**src/rtl/board_debug_ctrl.sv**
```systemverilog
// Board debug controller: debounced buttons step or free-run the target core
// and select which debug view is latched for the seven-segment display.
module board_debug_ctrl #(
    parameter int NUM_VIEWS    = 7,
    parameter int DATA_W       = 32,
    parameter int DEBOUNCE_CYC = 250000,
    parameter int RUN_DIV      = 5000000,
    localparam int SEL_W = (NUM_VIEWS > 2) ? $clog2(NUM_VIEWS) : 1
) (
    input  logic                        clk,
    input  logic                        rst_n,
    input  logic                        btn_step,
    input  logic                        btn_next,
    input  logic                        btn_prev,
    input  logic                        btn_mode,
    input  logic [NUM_VIEWS*DATA_W-1:0] view_data,
    output logic                        cpu_step,
    output logic                        run_mode,
    output logic [SEL_W-1:0]            view_sel,
    output logic [DATA_W-1:0]           disp_data,
    output logic [15:0]                 step_count
);

    localparam int CNT_W = (DEBOUNCE_CYC > 2) ? $clog2(DEBOUNCE_CYC) : 1;
    localparam int DIV_W = (RUN_DIV > 2) ? $clog2(RUN_DIV) : 1;
    localparam logic [CNT_W-1:0] CNT_LAST = CNT_W'(DEBOUNCE_CYC - 1);
    localparam logic [DIV_W-1:0] DIV_LAST = DIV_W'(RUN_DIV - 1);
    localparam logic [SEL_W-1:0] SEL_LAST = SEL_W'(NUM_VIEWS - 1);

    typedef enum logic {
        STEP = 1'b0,
        RUN  = 1'b1
    } state_t;

    // Button bit order: 0 step, 1 next, 2 prev, 3 mode
    logic [3:0]            raw;
    logic [3:0]            sync1;
    logic [3:0]            sync2;
    logic [3:0]            deb;
    logic [3:0]            deb_d;
    logic [3:0]            press;
    logic [3:0][CNT_W-1:0] cnt;

    state_t                state;
    state_t                state_nx;
    logic [DIV_W-1:0]      div;
    logic                  step_fire;

    logic [DATA_W-1:0]     views [NUM_VIEWS];

    assign raw = {btn_mode, btn_prev, btn_next, btn_step};

    always_ff @(posedge clk or negedge rst_n) begin
        if (!rst_n) begin
            sync1 <= '0;
            sync2 <= '0;
        end else begin
            sync1 <= raw;
            sync2 <= sync1;
        end
    end

    // A level is accepted only after DEBOUNCE_CYC consecutive differing samples
    always_ff @(posedge clk or negedge rst_n) begin
        if (!rst_n) begin
            deb   <= '0;
            deb_d <= '0;
            cnt   <= '0;
        end else begin
            deb_d <= deb;
            for (int i = 0; i < 4; i++) begin
                if (sync2[i] != deb[i]) begin
                    if (cnt[i] == CNT_LAST) begin
                        deb[i] <= sync2[i];
                        cnt[i] <= '0;
                    end else begin
                        cnt[i] <= cnt[i] + CNT_W'(1);
                    end
                end else begin
                    cnt[i] <= '0;
                end
            end
        end
    end

    assign press = deb & ~deb_d;

    always_ff @(posedge clk or negedge rst_n) begin
        if (!rst_n) begin
            view_sel <= '0;
        end else if (press[1] && !press[2]) begin
            view_sel <= (view_sel == SEL_LAST) ? '0 : view_sel + SEL_W'(1);
        end else if (press[2] && !press[1]) begin
            view_sel <= (view_sel == '0) ? SEL_LAST : view_sel - SEL_W'(1);
        end
    end

    for (genvar k = 0; k < NUM_VIEWS; k++) begin : g_view
        assign views[k] = view_data[k*DATA_W +: DATA_W];
    end

    always_ff @(posedge clk or negedge rst_n) begin
        if (!rst_n) begin
            disp_data <= '0;
        end else begin
            disp_data <= views[view_sel];
        end
    end

    always_ff @(posedge clk or negedge rst_n) begin
        if (!rst_n) begin
            state <= STEP;
        end else begin
            state <= state_nx;
        end
    end

    always_comb begin
        state_nx = state;
        if (press[3]) begin
            state_nx = (state == STEP) ? RUN : STEP;
        end
    end

    // A wrap coinciding with a mode toggle is dropped, so leaving RUN is clean
    always_comb begin
        step_fire = 1'b0;
        unique case (state)
            STEP: step_fire = press[0];
            RUN:  step_fire = (div == DIV_LAST) && !press[3];
        endcase
        step_fire = step_fire && !cpu_step;
    end

    always_ff @(posedge clk or negedge rst_n) begin
        if (!rst_n) begin
            div <= '0;
        end else if (press[3] || state != RUN || div == DIV_LAST) begin
            div <= '0;
        end else begin
            div <= div + DIV_W'(1);
        end
    end

    always_ff @(posedge clk or negedge rst_n) begin
        if (!rst_n) begin
            cpu_step   <= 1'b0;
            step_count <= '0;
        end else begin
            cpu_step <= step_fire;
            if (cpu_step) begin
                step_count <= step_count + 16'd1;
            end
        end
    end

    assign run_mode = (state == RUN);

endmodule

```
**config.mk**
```make
export PLATFORM = sky130hd
export DESIGN_NAME = board_debug_ctrl
export DESIGN_NICKNAME = d
export VERILOG_FILES = /design/src/rtl/board_debug_ctrl.sv
export SDC_FILE = /design/constraint.sdc
export NUM_CORES = 1
export LEC_CHECK = 0
export CAP_MARGIN = 20
export CORE_UTILIZATION = 40
export CTS_CLUSTER_SIZE = 20
export DETAILED_ROUTE_END_ITERATION = 6
export PLACE_DENSITY = 0.78
export RECOVER_POWER = 25
export SYNTH_ARGS = -nofsm -noshare
export SYNTH_HDL_FRONTEND = slang
export SYNTH_SLANG_ARGS = --single-unit
```
**constraint.sdc**
```tcl
create_clock -name clk -period 1.85 [get_ports clk]
set_input_delay 0.2775 -clock clk [delete_from_list [all_inputs] [get_ports clk]]
set_output_delay 0.2775 -clock clk [all_outputs]
set_load 0.005 [all_outputs]
```
==> metrics.md, run 1 <==
| Metric | Value |
|---|---|
| Status | `finished, violations left` |
| Failing checks | `negative setup slack` |
| Worst path required time | `between 2 and 2.5 ns` |
| Skew final | `0.01073 ns` |
| Most common cell after layout, fill and taps aside | `clkdlybuf4s50_1` |
| Initial antenna violation count | `4` |
| Data arrival time of the critical path | `roughly 2.2 ns` |
| # setup viols final | `1` |
| Leading cell types in the layout, fill and taps excluded | `clkdlybuf4s50_1, dfrtp_1, nor2_1` |
| First-pass GRT wire length | `approximately 41 mm` |
| Routed vias | `between 7k and 8k` |
| GR peak layer | `met2` |
| Post-synth top flop | `dfrtp_1` |
| Core area | `21,220 um2` |
| Avg Inst Size Synth | `just over 10 um2` |
| First-pass DRT Iterations | `4` |
| Number of buffers created by CTS | `17` |
| Syn Nets | `1,102` |
| Port Buf Inserts | `between 200 and 300` |
| Fill count | `~1.8k` |
| Met1 Use GR | `27.88%` |
| Placed cell area | `roughly 12,000 um2` |
| Cell area after synthesis | `8726 um2` |
| Period utilization | `100.3%` |
| Routed WL | `approximately 27 mm` |
| CP Capture Type | `flip-flop` |
| Final worst slack | `-0.005204 ns` |
| VDD IR max | `0.5907 mV` |
| Top-area cell type share of the netlist area | `between 40% and 50%` |
| Grt met2 use | `between 40 and 50%` |
| Share of cells above drive strength 1 | `approximately 14%` |
| Max-Cap Viols | `0` |
| Die width | `~150 um` |
| Worst-skew pair later-pin latency | `0.43 ns` |
| Hold Crit Start | `sync1[2]` |
| Register Area | `4110 um2` |
| Pleak | `about 5.2 nW` |
| Power, Total | `around 8.4 mW` |
| Largest net degree at the start of global routing | `44` |
| DR iter-0 viols | `~450` |
| Minimum clock period | `about 1.9 ns` |
| # clock sinks | `around 160` |
| Rows | `between 50 and 60` |
| Post-synth EDFFs | `0` |
| R2R Path Start | `div[1]` |
| Relative slew slack | `between 20% and 30%` |
| CP Launch Point | `div[1]` |
| Post-DP HPWL | `20.42 mm` |
| Root Driver | `clkbuf_16` |
| WS Path Type | `flip-flop to flip-flop` |
| Chip height | `~150 um` |
| GPL Wtd Cong | `between 0.9 and 1` |
| Register area share after synthesis | `a little under half` |
| Fin. max-slew vios | `0` |
| Total grt overflow | `0` |
| Antenna Nets Post-Route | `0` |
| CP Launch Type | `flip-flop` |
| Fmax | `about 540 MHz` |
| Multi-input gate area | `between 4000 and 5000 um2` |
| Layout Nets | `about 1.4k` |
| Max H-tree Level | `4` |
| Pwr per Cell Area | `roughly 640 nW/um2` |
| Crit-path max FO | `3` |
| Full die area | `22,410 um2` |
| Final Hold Fails | `0` |
| Cells after Synth | `between 800 and 900` |
| Unique masters post-synth | `45` |
| I/O pin count | `between 200 and 300` |
| Worst hold path type | `flip-flop to flip-flop` |
| Top post-synthesis cells by area | `dfrtp_1, mux4_2, nor2_1, xnor2_1, a21oi_1` |
| Total Routing Usage GR | `about a quarter` |
| Register bit count reported by yosys | `~160` |
| Clk slew on worst S/H paths | `0.07 ns` |
| Vias in the first global route | `between 8k and 9k` |
| Initial Util | `around two fifths` |
| Met3 Resource Use GR | `under 10%` |
| Slew of the pin with the lowest slew margin | `roughly 1.1 ns` |
| Async S/R FF share, synth | `100.0%` |
| Final instance area | `around 13,000 um2` |
| Cell taking the most area after synthesis | `dfrtp_1` |
| Layout area overhead | `51.02%` |
| Via density | `approximately 5.3` |
| CTS tree | `done` |
| Max clock buf depth | `2` |
| Avg WL per Cell | `between 15 and 20 um` |
| Drc violations | `0` |
| Ys Warns | `0` |
| RSZ-0062 raised after global routing | `yes` |
-- through the flow --
step           std cells  utilization [%]  setup slack [ns]   TNS [ns]  hold slack [ns]
2_1_floorplan        860                -          0.003928          0         -0.01809
3_3_place_gp        1442            57.98           0.03726          0           0.2136
3_5_place_dp        1442            57.98          -0.03702   -0.06180           0.2217
4_1_cts             1478            61.45          -0.01186   -0.03496           0.2667
5_1_grt             1492            62.10          -0.05947    -0.1030           0.3637
6_report            1492            62.10         -0.005204  -0.005204           0.3572
-- path summary, 6_finish.rpt --
kind | cells past startpoint | slack, ns | endpoint
min in group asynchronous | 2 | 0.58 | step_count[12]
hold / removal | 0 | 0.36 | sync2[2]
max in group asynchronous | 3 | 0.31 | view_sel[0]
setup / recovery | 6 | -0.005 | div[16]
setup reg to reg | 6 | -0.005 | div[16]
hold reg to reg | 0 | 0.36 | sync2[2]
-- area by class of cell --
class,instances,share of cell area [%]
Clock inverter,13,1.367
Clock buffer,19,3.437
Sequential cell,164,31.19
Tap cell,275,2.611
Inverter,23,0.6551
Multi-Input combinational cell,639,33.93
Timing Repair Buffer,356,26.75
Antenna cell,3,0.05697
-- cells by family after synthesis --
logic type	after synthesis	share of synthesized area, %
and+or+nand+nor	356	19.87
buffers and inverters	57	2.653
xor gates and xnor gates	82	8.230
AOI/OAI and AO/OA	119	7.800
muxes	70	12.69
DFF	164	47.03
adders and majority gates	12	1.721
-- report_power, final --
part	switching [mW]	internal (mW)	total (mW)
Combinational	0.310	0.614	0.924
Clock	1.46	2.33	3.79
Sequential	0.0379	3.65	3.69
Total	1.81	6.59	8.40
-- state kept, by name, summed over array words and instances (netlist names) --
signal and cells:
cnt 72, sync1 4, view_sel 3, deb_d 4
step_count 16, div 23, run_mode 1, sync2 4
disp_data 32, deb 4, cpu_step 1
-- Yosys cell counts (all sizes together), types with 7 or more instances --
cell type	instances
dfrtp	164
or3	14
o31ai	7
nand3	38
nand2	38
nor2	156
buf	17
o21ai	12
o41ai	7
xnor2	60
inv	23
a21oi	88
mux4	32
nand4	23
nor3	18
or4	10
nor4	24
mux2i	33
clkbuf	17
and3	12
ha	12
xor2	22
-- critical path, stage by stage (launching register included) --
cell and delay (ns):
dfrtp_1 0.37, ha_2 0.20, nand2_2 0.08, buf_6 0.13, or3_4 0.38, or4_4 0.49, a21oi_2 0.13
-- per-layer routing --
layer  share of wire, %  wire length (um)
met5                  0                 0
met2                 52             13940
met3                7.1              1894
met1                 38             10120
met4                3.4               909
-- what timing repair did --
action	4_1_cts	5_1_grt
gates cloned	2	0
hold buffers	1	0
buffers inserted	1	11
pin swaps	1	1
hold endpoints to repair	35	0
setup endpoints to repair	13	32
gates resized for setup	5	13
Note: power is estimated with default switching activity, not from simulation.
==> run 2, diff against run 1 <==
Settings changed: CORE_ASPECT_RATIO set to 0.9.
Clock period 1.85 ns to 1.7 ns, I/O delays scaled along.
==> run 2 against run 1 <==
  * Hold slack about the same
  * Clock skew increased by 0.0011 ns
  * Largest power group is now sequential cells
  * Critical endpoint unchanged
  * Count of clock-buffer cells in the layout decreased by 2
  * Largest cell class unchanged
  * Highest routed layer is now met5
  * Flip-flop and latch count unchanged
  * The run still ends with negative setup slack left
==> metrics.md, run 2 (synthesis results as in run 1) <==
| Metric | Value |
|---|---|
| Status | `finished, violations left` |
| Failing checks | `negative setup slack` |
| Number of buffers created by CTS | `17` |
| Rows | `50` |
| Routed WL | `28.82 mm` |
| R2R setup slack | `-0.05 ns` |
| Root Driver | `clkbuf_16` |
| Hold Slack | `0.3567 ns` |
| CP max stage delay | `0.49 ns` |
| CP Launch Type | `flip-flop` |
| Minimum clock period | `between 1.5 and 2 ns` |
| Share of cells above drive strength 1 | `between 20 and 25%` |
| Die width | `between 150 and 200 um` |
| Largest Register | `cnt` |
| Clk slew on worst S/H paths | `about 0.07 ns` |
| CP Capture Type | `flip-flop` |
| Pre-CTS worst setup slack | `-0.09598 ns` |
| Core area | `approximately 21,000 um2` |
| Chip height | `approximately 140 um` |
| Total grt overflow | `0` |
| Routed vias | `8,274` |
| CP Launch Point | `div[0]` |
| Fmax | `roughly 570 MHz` |
| Avg WL per Cell | `roughly 18 um` |
| Initial Util | `41.39%` |
| CTS tree | `done` |
| Initial antenna violation count | `3` |
| Leading cell types in the layout, fill and taps excluded | `clkdlybuf4s50_1, dfrtp_1, nor2_1` |
| I/O pin count | `283` |
| Slew of the pin with the lowest slew margin | `approximately 1.2 ns` |
| Full die area | `22,410 um2` |
| CP endpoint | `div[16]` |
| Port Buf Inserts | `approximately 280` |
| Setup TNS | `-0.2180 ns` |
| Largest net degree at the start of global routing | `51` |
| Pwr per Cell Area | `between 600 and 700 nW/um2` |
| R2R Path Start | `div[0]` |
| Worst path slowest cell | `or4_1` |
| Crit-path max FO | `4` |
| Max reg flops | `just over 70` |
| Max-Cap Viols | `0` |
| Vias in the first global route | `roughly 8k` |
| Fin. max-slew vios | `0` |
| CP cell instances | `ha_2, nand2_4, or3_4, or4_1, a21oi_1` |
| # setup viols final | `7` |
| Layout Nets | `about 1.5k` |
| Via density | `5.297` |
| Pleak | `between 5 and 6 nW` |
| Worst hold path type | `flip-flop to flip-flop` |
| Skew final | `~0.012 ns` |
| Layout area overhead | `61.24%` |
| Max H-tree Level | `4` |
| First-pass GRT wire length | `about 42 mm` |
| RSZ-0062 raised after global routing | `yes` |
| Data arrival time of the critical path | `~2.1 ns` |
| GPL Wtd Cong | `a little over 0.9` |
| Worst path required time | `slightly above 2 ns` |
| Total Routing Usage GR | `approximately 25%` |
| WS Path Type | `flip-flop to flip-flop` |
| Regs by FF count | `cnt (72), disp_data (32), div (23)` |
| Fill count | `approximately 1.5k` |
| Post-DP HPWL | `between 20 and 25 mm` |
| Drc violations | `0` |
| Relative slew slack | `between 10% and 20%` |
| Final Hold Fails | `0` |
| Most common cell after layout, fill and taps aside | `clkdlybuf4s50_1` |
| Worst-skew pair later-pin latency | `roughly 0.44 ns` |
| VDD IR max | `0.5511 mV` |
| First-pass DRT Iterations | `5` |
| Period utilization | `102.7%` |
| Worst reg2reg path depth | `5` |
| DR iter-0 viols | `between 400 and 500` |
| Max clock buf depth | `2` |
| # clock sinks | `~160` |
| Worst r2r dst | `div[16]` |
| Antenna Nets Post-Route | `0` |
| Final worst slack | `-0.04645 ns` |
## run 2: cell count changes in the layout (fill, tap and decap cells not counted), moves of 8 or more
cell     previous run  this run
a21oi_2             1         9
nor2_1            155       131
a21oi_1            87        79
nor2_2              1        18
buf_4              61       106
## run 2: final cells by class
| type | count | area (um2) | area share (%) |
|---|---|---|---|
| Multi-Input combinational cell | 639 | 4812 | 34.20 |
| Sequential cell | 164 | 4115 | 29.25 |
| Timing Repair Buffer | 416 | 4108 | 29.20 |
| Clock buffer | 17 | 425.4 | 3.024 |
| Tap cell | 286 | 357.8 | 2.543 |
| Clock inverter | 15 | 160.2 | 1.138 |
| Inverter | 23 | 86.33 | 0.6136 |
| Antenna cell | 2 | 5.005 | 0.03557 |
## run 2: timing repair
item	CTS	global route
endpoints found under the hold margin	42	0
endpoints found under the setup margin	29	105
resized for setup	10	94
pin swaps	4	40
setup buffers	10	21
gates cloned	1	6
hold buffers	1	0
## run 2: critical path: cells and delay by family, from the launching register on
family / cells / cell delay, ns
and+or+nand+nor: 3 / 0.95
DFF: 1 / 0.38
adders and majority gates: 1 / 0.22
AOI/OAI and AO/OA: 1 / 0.13
## run 2: how the worst min path moves through the flow
stage	from	to	depth (start not counted)
2_1_floorplan	rst_n	cnt[0]	0
3_3_place_gp	rst_n	step_count[13]	1
3_5_place_dp	rst_n	step_count[12]	1
4_1_cts	btn_mode	sync1[3]	1
5_1_grt	btn_mode	sync1[3]	1
6_report	sync1[1]	sync2[1]	0
## run 2: through the flow
step / power [mW] / cell area, um2 / cells / utilization, %
floorplan: 4.300 / 8813 / 860 / -
global placement: 5.097 / 12680 / 1490 / 60.15
detailed placement: 5.111 / 12680 / 1490 / 60.15
CTS: 8.979 / 13440 / 1534 / 63.76
global route: 9.265 / 14070 / 1562 / 66.74
finish: 8.957 / 14070 / 1562 / 66.74
## run 2: power by group
group | switching, mW | leakage (nW) | internal (mW)
Combinational | 0.366 | 3.18 | 0.707
Clock | 1.77 | 0.289 | 2.09
Sequential | 0.0476 | 2.18 | 3.97
Total | 2.19 | 5.65 | 6.77
## run 2: layer usage
layer / part of all wire [%] / vias to the layer above / GRT usage, %
met5: 0.045 / - / 0
met3: 6.3 / 55 / 6.425
li1: - / 3880 / -
met4: 3.4 / 2 / 11.24
met2: 50 / 283 / 41.36
met1: 40 / 4054 / 30.26
==> run 3, diff against run 2 <==
Settings changed: SKIP_LAST_GASP set to 1.
==> run 3 against run 2 <==
  * The flow still finishes with violations (negative setup slack)
  * Routed wire length is 0.23% higher
  * Utilization is 0.19 points lower
  * Register-to-register slack hardly changed
  * Hold slack hardly changed
  * First-iteration DRC count stayed put
  * Final cell count stayed put
  * Largest power group unchanged
==> metrics.md, run 3 (synthesis results as in run 1) <==
| Metric | Value |
|---|---|
| DR iter-0 viols | `between 400 and 500` |
| Chip height | `between 100 and 150 um` |
| Regs by FF count | `cnt (72), disp_data (32), div (23)` |
| Routed vias | `8,296` |
| Worst path slowest cell | `or4_1` |
| Rows | `50` |
| Largest Register | `cnt` |
| Final Hold Fails | `0` |
| I/O pin count | `about 280` |
| GPL Wtd Cong | `0.9355` |
| # setup viols final | `20` |
| Fill count | `around 1.6k` |
| Delay-heaviest family, CP | `simple AND/OR/NAND/NOR gates` |
| Layout Nets | `around 1.5k` |
| Pleak | `~5.6 nW` |
| Crit-path max FO | `4` |
| Status | `finished, violations left` |
| CP Capture Type | `flip-flop` |
| Initial Util | `41.39%` |
| Via density | `roughly 5.3` |
| Max clock buf depth | `2` |
| Antenna Nets Post-Route | `0` |
| Avg WL per Cell | `~18 um` |
| Pwr per Cell Area | `638.6 nW/um2` |
| Die width | `157.7 um` |
| Skew final | `between 0.01 and 0.015 ns` |
| # clock sinks | `164` |
| Full die area | `~22,000 um2` |
| First-pass DRT Iterations | `5` |
| Grt met2 use | `41.36%` |
| Core area | `roughly 21,000 um2` |
| Pre-CTS worst setup slack | `-0.09598 ns` |
| CP max stage delay | `just under 0.5 ns` |
| Most common cell after layout, fill and taps aside | `clkdlybuf4s50_1` |
| CTS tree | `done` |
| Clk slew on worst S/H paths | `0.07 ns` |
| Port Buf Inserts | `approximately 280` |
| Hold Slack | `~0.36 ns` |
| Multi-input gate area | `~4800 um2` |
| Layout area overhead | `60.78%` |
| Number of buffers created by CTS | `17` |
| Worst path required time | `around 2 ns` |
| CP Launch Type | `flip-flop` |
| Total Routing Usage GR | `between 20% and 30%` |
| Total grt overflow | `0` |
| CP cell instances | `ha_2, nand2_4, or3_4, or4_1, a21oi_1` |
| Max H-tree Level | `4` |
| Max reg flops | `around 70` |
| Data arrival time of the critical path | `2.11 ns` |
| Relative slew slack | `18.59%` |
| Met1 Use GR | `just over 30%` |
| Max-Cap Viols | `0` |
| Worst-skew pair later-pin latency | `~0.44 ns` |
| Final worst slack | `-0.04958 ns` |
| Root Driver | `clkbuf_16` |
| Share of cells above drive strength 1 | `approximately 22%` |
| Setup TNS | `-0.3904 ns` |
| Fin. max-slew vios | `0` |
| CP Buf/Inv Count | `0` |
| GR peak layer | `met2` |
| Largest net degree at the start of global routing | `51` |
| Vias in the first global route | `about 8.2k` |
| Post-DP HPWL | `around 21 mm` |
| Worst hold path type | `flip-flop to flip-flop` |
| Initial antenna violation count | `3` |
| Leading cell types in the layout, fill and taps excluded | `clkdlybuf4s50_1, dfrtp_1, nor2_1` |
| Minimum clock period | `approximately 1.7 ns` |
| Drc violations | `0` |
| WS Path Type | `flip-flop to flip-flop` |
| Failing checks | `negative setup slack` |
| Slew of the pin with the lowest slew margin | `around 1.2 ns` |
| Register Area | `between 4000 and 5000 um2` |
| Layout Utilization | `66.55%` |
| Met3 Resource Use GR | `~6.4%` |
| VDD IR max | `approximately 0.55 mV` |
| Period utilization | `102.9%` |
| Fmax | `~570 MHz` |
| Routed WL | `28.89 mm` |
| First-pass GRT wire length | `~42 mm` |
| RSZ-0062 raised after global routing | `yes` |
==> run 3: cell counts in the layout (fill, tap and decap cells not counted) <==
No cell type changed its count.
==> run 3: area by class of cell <==
cell class	count	area share, %
multi-input cells	639	34.05
flip-flops and latches	164	29.33
repair buffers	416	29.24
clock buffers	17	3.032
well taps	286	2.551
clock inverters	15	1.142
inverters	23	0.6154
diodes	2	0.03567
==> run 3: what timing repair did <==
item / CTS / global route
resized for setup: 10 / 86
cloned: 1 / 6
hold buffers: 1 / 0
pin swaps: 4 / 37
setup endpoints to repair: 29 / 105
setup buffers: 10 / 21
endpoints found under the hold margin: 42 / 0
==> run 3: per-layer routing <==
layer / up-vias / wire length [um]
met1: 4077 / 11530
met4: 2 / 1034
met2: 270 / 14600
met5: - / 13
met3: 60 / 1711
li1: 3887 / -
==> run 3: final timing paths <==
path                               start             to  slack (ns)  cells past startpoint
worst min register to register  sync1[1]       sync2[1]        0.36                      0
worst max register to register    div[0]        div[16]       -0.05                      5
worst max-delay path              div[0]        div[16]       -0.05                      5
worst min-delay path            sync1[1]       sync2[1]        0.36                      0
max in group asynchronous          rst_n        cnt[23]        0.19                      3
min in group asynchronous          rst_n  step_count[3]        0.62                      2
==> run 3: where the power goes <==
| part | internal (mW) | switching [mW] | total, mW |
|---|---|---|---|
| Combinational | 0.707 | 0.366 | 1.07 |
| Clock | 2.09 | 1.78 | 3.87 |
| Sequential | 3.97 | 0.0473 | 4.02 |
==> run 3: metrics by stage <==
| step | total power, mW | cell area [um2] | instances |
|---|---|---|---|
| 4_1_cts | 8.979 | 13440 | 1534 |
| 2_1_floorplan | 4.300 | 8813 | 860 |
| 3_3_place_gp | 5.097 | 12680 | 1490 |
| 5_1_grt | 9.265 | 14030 | 1562 |
| 6_report | 8.959 | 14030 | 1562 |
| 3_5_place_dp | 5.111 | 12680 | 1490 |
